## config.mk

```make
export PLATFORM = sky130hd
export DESIGN_NAME = func_code_router
export DESIGN_NICKNAME = d
export VERILOG_FILES = /design/src/rtl/func_code_router.sv
export SDC_FILE = /design/constraint.sdc
export NUM_CORES = 1
export LEC_CHECK = 0
export CAP_MARGIN = 40
export CORE_UTILIZATION = 44
export DETAILED_ROUTE_END_ITERATION = 10
export PLACE_DENSITY = 0.75
export SLEW_MARGIN = 15
export SYNTH_ARGS = -nofsm -noshare
export SYNTH_HDL_FRONTEND = slang
export SYNTH_SLANG_ARGS = --single-unit
export TNS_END_PERCENT = 100
```

## constraint.sdc

```tcl
create_clock -name clk -period 2.6 [get_ports clk]
set_clock_uncertainty 0.2 [all_clocks]
set_input_delay 0.65 -clock clk [delete_from_list [all_inputs] [get_ports clk]]
set_output_delay 0.65 -clock clk [all_outputs]
set_load 0.005 [all_outputs]
```

## src/rtl/func_code_router.sv

```systemverilog
// Registered function-code router: one request at a time is delivered to a single channel
// and held until that channel acks or the ack timeout expires. Build option: FCR_HOLD_LAST_EN.
module func_code_router #(
    parameter int                 NUM_CH    = 2,
    parameter int                 FUNC_W    = 3,
    parameter int                 SEL_W     = 1,
    parameter logic [FUNC_W-1:0]  IDLE_CODE = '0,
    parameter int                 TIMEOUT   = 15
) (
    input  logic                     clk,
    input  logic                     rst_n,
    input  logic                     in_valid,
    output logic                     in_ready,
    input  logic [SEL_W-1:0]         in_sel,
    input  logic [FUNC_W-1:0]        in_code,
    output logic [NUM_CH*FUNC_W-1:0] ch_code,
    output logic [NUM_CH-1:0]        ch_valid,
    input  logic [NUM_CH-1:0]        ch_ack,
    output logic                     busy,
    output logic                     err_sel,
    output logic                     err_timeout
);

    // state    | meaning
    // IDLE     | ready for a request, no channel strobed
    // WAIT_ACK | one channel strobed, waiting for its ack or the timeout
    typedef enum logic {IDLE, WAIT_ACK} state_t;

    localparam int                CNT_W    = (TIMEOUT > 0) ? $clog2(TIMEOUT + 1) : 1;
    localparam logic [SEL_W:0]    NUM_CH_L = (SEL_W + 1)'(NUM_CH);
    localparam logic [CNT_W-1:0]  CNT_LAST = (TIMEOUT > 0) ? CNT_W'(TIMEOUT - 1) : '0;
    localparam logic [CNT_W-1:0]  CNT_MAX  = '1;
    localparam logic [NUM_CH*FUNC_W-1:0] IDLE_ALL = {NUM_CH{IDLE_CODE}};

    state_t                    state, state_d;
    logic [SEL_W-1:0]          sel_q, sel_d;
    logic [CNT_W-1:0]          cnt, cnt_d;
    logic [NUM_CH*FUNC_W-1:0]  code_d;
    logic [NUM_CH-1:0]         valid_d;
    logic                      err_sel_d, err_to_d;
    logic                      ack_hit;
    logic                      release_ch;

    always_ff @(posedge clk or negedge rst_n) begin
        if (!rst_n) begin
            state       <= IDLE;
            sel_q       <= '0;
            cnt         <= '0;
            ch_code     <= IDLE_ALL;
            ch_valid    <= '0;
            err_sel     <= 1'b0;
            err_timeout <= 1'b0;
        end else begin
            state       <= state_d;
            sel_q       <= sel_d;
            cnt         <= cnt_d;
            ch_code     <= code_d;
            ch_valid    <= valid_d;
            err_sel     <= err_sel_d;
            err_timeout <= err_to_d;
        end
    end

    always_comb begin
        state_d    = state;
        sel_d      = sel_q;
        cnt_d      = cnt;
        code_d     = ch_code;
        valid_d    = ch_valid;
        err_sel_d  = 1'b0;
        err_to_d   = 1'b0;
        ack_hit    = 1'b0;
        release_ch = 1'b0;

        // only the ack of the channel currently being served counts
        for (int i = 0; i < NUM_CH; i++) begin
            if (sel_q == SEL_W'(i)) ack_hit = ch_ack[i];
        end

        case (state)
            IDLE: begin
                if (in_valid) begin
                    if ({1'b0, in_sel} >= NUM_CH_L) begin
                        err_sel_d = 1'b1;
                    end else begin
                        state_d = WAIT_ACK;
                        sel_d   = in_sel;
                        cnt_d   = '0;
                        code_d  = IDLE_ALL;
                        valid_d = '0;
                        for (int i = 0; i < NUM_CH; i++) begin
                            if (in_sel == SEL_W'(i)) begin
                                code_d[i*FUNC_W +: FUNC_W] = in_code;
                                valid_d[i]                 = 1'b1;
                            end
                        end
                    end
                end
            end
            WAIT_ACK: begin
                // ack takes priority so an ack on the last counted cycle is not an error
                if (ack_hit) begin
                    release_ch = 1'b1;
                end else if (TIMEOUT > 0 && cnt == CNT_LAST) begin
                    release_ch = 1'b1;
                    err_to_d   = 1'b1;
                end else if (cnt != CNT_MAX) begin
                    cnt_d = cnt + 1'b1;
                end
            end
            default: state_d = IDLE;
        endcase

        if (release_ch) begin
            state_d = IDLE;
            valid_d = '0;
`ifdef FCR_HOLD_LAST_EN
            code_d  = ch_code;
`else
            code_d  = IDLE_ALL;
`endif
        end
    end

    assign in_ready = (state == IDLE);
    assign busy     = ~in_ready;

endmodule

```

; ---- After elaboration in Yosys (flattened, before gate mapping)
; Index checks and enable logic that the tools add are counted.
[totals]
inputBits = 9
regBits = 15
[classes]
n_mux = 24
reduce_logical = 4
eq_ne = 7
bitwise_logic = 1
n_addsub = 1
[op_table]
columns = cell, count
row1 = 6-bit 2-to-1 mux, 3
row2 = 4-bit 2-to-1 mux, 4
row3 = 1-bit 2-to-1 mux, 11
row4 = 4-bit case mux with 2 select lines, 1
row5 = 2-bit 2-to-1 mux, 3
row6 = 3-bit 2-to-1 mux, 2
row7 = "2-bit inequality test, second input constant", 3
row8 = "4-bit by 1-bit adder with 4-bit output, second input constant", 1
row9 = "4-bit equality test, second input constant", 1
row10 = "2-bit by 1-bit inequality test with 1-bit output, second input constant", 2
row11 = "4-bit inequality test, second input constant", 1
row12 = 2-bit AND reduction, 2
row13 = 4-bit AND reduction, 1
row14 = 2-bit nonzero test, 1
row15 = 1-bit NOT, 1

; ---- Longest topological paths before layout
[logic_depth]
word_depth = 6
depth_mapped = 6
mapped_depth_nobuf = 6

; ---- Worst setup path before layout
; OpenSTA, ideal clock, no wires.
[synth_timing]
kind = input-to-reg
from = input ch_ack[1]
to = register cnt[1]
setup_slack_ns = 0.699
arrival_time_ns = 1.576
path_buffers = 0
t_required_ns = 2.275
cell_stages = 4
setup_ns = 0.125
path_cell_list = mux2i_1 -> o21ai_1 -> or3b_4 -> mux2_4
[synth_via]
elab_chain_cells = 3
[synth_rtl]
columns = item, line
row1 = start: declaration, 18  ; input logic [NUM_CH-1:0] ch_ack,
row2 = 1-bit 2-to-1 mux, 77  ; if (sel_q == SEL_W'(i)) ack_hit = ch_ack[i];
row3 = 2-bit inequality test (no source line), n/a
row4 = 4-bit AND reduction (no source line), n/a
row5 = end signal: assignment, 56  ; cnt <= cnt_d;
row6 = end: declaration, 37  ; logic [CNT_W-1:0] cnt, cnt_d;
; Every way passes these cells.
; A chain may end at the register's enable or synchronous reset.

; ---- Worst setup path after layout
[layout_timing]
from = register state, in the netlist busy
to = output in_ready
[layout_via]
elab_chain_cells = 1
[layout_rtl]
columns = item, line
row1 = start: declaration, 35  ; state_t state, state_d;
row2 = start signal: assignment, 54  ; state <= state_d;
row3 = 1-bit NOT (no source line), n/a
row4 = end: declaration, 13  ; output logic in_ready,
; Every way passes these cells.

==> impl_results.md <==
- Clock Latency Late Sink: 0.28 ns
- Initial DRT Pass Iterations: 4
- Total GRT Usage: 16.8%
- Max Root-Sink Buffers: 2
- Final Hold Fails: 0
- Grt ovf: 0
- ANT nets after route: 0
- Die outline width: 42.2 um
- CP arrival: 1.37 ns
- I/O Buffers: 19
- DP HPWL: 969 um
- Post-synthesis cell count: 71
- Synthesized area per cell: 10.0 sq um
- Max transition margin: 57.6%
- Multi-input logic area: 304 sq um
- DIE HEIGHT: 42.2 um
- CP startpoint kind: register
- Worst hold stages: 2
- Per-cell routed wire length: 11.9 um
- Sequential area share after synthesis: 52.8%
- DRC viols: 0
- Vias in the first global route: 457
- Syn-to-layout area delta: 31.0%
- # resized after CTS: 0
- Setup TNS: 0 ns
- # diodes: 0
- Max Slew Vio Count: 0
- Starting Density: 47.2%
- Nets@finish: 102
- RSZ-0062 raised after global routing: no
- Class of the tightest hold or removal check: reg -> reg
- Reg area: 375 sq um
- Core area: 1510 sq um
- Clock Sinks: 15
- Final wirelength: 1270 um
- Max FO, Critical Path: 7
- Crit path kind: reg -> out
- IO Count: 21
- Initial DRC Count: 16
- Pleak: 0.422 nW
- Final-report setup violation count: 0
- Initial antenna violation count: 0
- Std-Cell Rows: 14
- Max Fclk: 450 MHz
- Final Power: 884 uW
- Post-DR vias/cell: 4.99
- Crit path time final: 2.22 ns
- Post-CTS Setup Bufs: 0
- Clock transition at path regs: 0.09 ns
- GPL Wtd Cong: 0.796
- Syn nets: 82
- Critical Path End Type: output pin
- Post-route clock period utilization: 85.5%
- Number of synthesized register bits: 15
- H-Tree Depth: 1
- Hold WS: 0.319 ns
- Routed vias: 529
- Num CTS Buffers: 3
- Post-synth cell types: 25
- Status: completed
- Hold-fix buffers, CTS: 0
- Die footprint: 1780 sq um
- Maxcap violations: 0
- Clock root cell: clkbuf_4
- Yosys Warn Count: 0
- Least-Margin Pin Slew: 0.634 ns
- Maximum VDD drop: 0.472 mV
- Reg2Reg Depth: 6
- CTS tree: yes
- Total of fill cells in the finished design: 139
- Crit path required time: 1.75 ns
- Post-Syn Area: 711 sq um
- First-pass GRT wire length: 2160 um
- P per Cell Area: 950 nW/um^2
- Largest net degree at the start of global routing: 17
- Fraction of layout cells with a size suffix above 1: 10.0%
logic make-up (layout without fill, tap and decap cells):
kind of cell / Yosys count / count (layout) / share of synthesized area (%)
and+or+nand+nor: 30 / 30 / 20.4
buffers and inverters: 7 / 26 / 4.40
AOI/OAI and AO/OA: 10 / 10 / 8.10
DFF: 15 / 15 / 52.8
other: 1 / 1 / 0.528
muxes: 4 / 4 / 7.75
adders and majority gates: 2 / 2 / 3.52
xor gates and xnor gates: 2 / 2 / 2.47
cells in the mapped netlist:
cell type,count,area [sq um]
buf_2,1,5.00
nor2b_1,1,6.26
xor2_1,1,8.76
nor2_1,10,37.5
inv_1,1,3.75
o22ai_1,3,18.8
o2bb2ai_1,1,8.76
mux2_4,3,45.0
conb_1,1,3.75
a21oi_1,4,20.0
nor3b_1,3,22.5
xnor2_1,1,8.76
o21ai_0,1,5.00
dfrtp_1,15,375
nand2b_1,1,6.26
inv_2,1,3.75
or3b_4,1,11.3
o21ai_1,1,5.00
mux2i_1,1,10.0
ha_1,2,25.0
buf_4,1,7.51
clkbuf_1,3,11.3
nand2_1,9,33.8
nand3_1,3,15.0
nand4_1,2,12.5
worst max-delay path, stage by stage (launching register included):
cell and delay, ns:
dfrtp_1 0.46, inv_2 0.13, clkdlybuf4s50_1 0.50
worst paths after layout:
kind | from | slack (ns) | end
max in group asynchronous | rst_n | 1.23 | cnt[0]
max | busy | 0.38 | in_ready
min | ch_code[1] | 0.32 | ch_code[1]
min reg2reg | ch_code[1] | 0.32 | ch_code[1]
min in group asynchronous | rst_n | 0.56 | ch_code[4]
max reg2reg | cnt[0] | 0.71 | cnt[1]
area by class of cell:
class | instances | area share (%)
inverter | 2 | 0.806
clock buffer | 4 | 2.82
multi-input combinational | 49 | 32.7
timing repair buffer | 20 | 21.2
sequential | 15 | 40.3
tap | 16 | 2.15
per-layer routing:
metal / GRT usage, % / routed length, um / vias up
li1: - / - / 275
met1: 23.2 / 609 / 237
met2: 23.1 / 569 / 12
met3: 5.60 / 57 / 5
met4: 9.38 / 29 / 0
met5: 0 / 0 / -
state kept, by name (all words and copies together) (netlist names):
name and flops:
ch_valid 2, ch_code 6, sel_q 1, busy 1, err_timeout 1, cnt 4
metrics by stage:
step / std cells / util (%) / setup WS (ns) / instance area, sq um
final: 106 / 61.8 / 0.378 / 931
after global routing: 106 / 61.8 / 0.312 / 931
after CTS: 106 / 61.8 / 0.371 / 931
after detailed placement: 102 / 60.0 / 0.180 / 905
after global placement: 102 / 60.0 / 0.247 / 905
after floorplan: 71 / - / 0.699 / 711
power by group:
| group | total (mW) | switching (mW) | internal [mW] |
|---|---|---|---|
| clock | 0.130 | 0.0703 | 0.0595 |
| sequential | 0.375 | 0.0666 | 0.309 |
| combinational | 0.379 | 0.157 | 0.221 |
layout by cell type (no fill, tap or decap):
| cell type | instances |
|---|---|
| clkdlybuf4s50_1 | 19 |
| dfrtp_1 | 15 |
| nor2_1 | 10 |
| nand2_1 | 9 |
| a21oi_1 | 4 |
| nand3_1 | 3 |
| o22ai_1 | 3 |
| mux2_4 | 3 |
| nor3b_1 | 3 |
| clkbuf_4 | 3 |
| nand4_1 | 2 |
| ha_1 | 2 |
| inv_2 | 1 |
| mux2i_1 | 1 |
| o21ai_1 | 1 |
| nor2b_1 | 1 |
| inv_1 | 1 |
| nand2b_1 | 1 |
| o21ai_0 | 1 |
| xor2_1 | 1 |
| or3b_4 | 1 |
| xnor2_1 | 1 |
| o2bb2ai_1 | 1 |
| conb_1 | 1 |
| clkbuf_1 | 1 |
| buf_4 | 1 |
No activity file was read; power rests on OpenSTA's default activity.
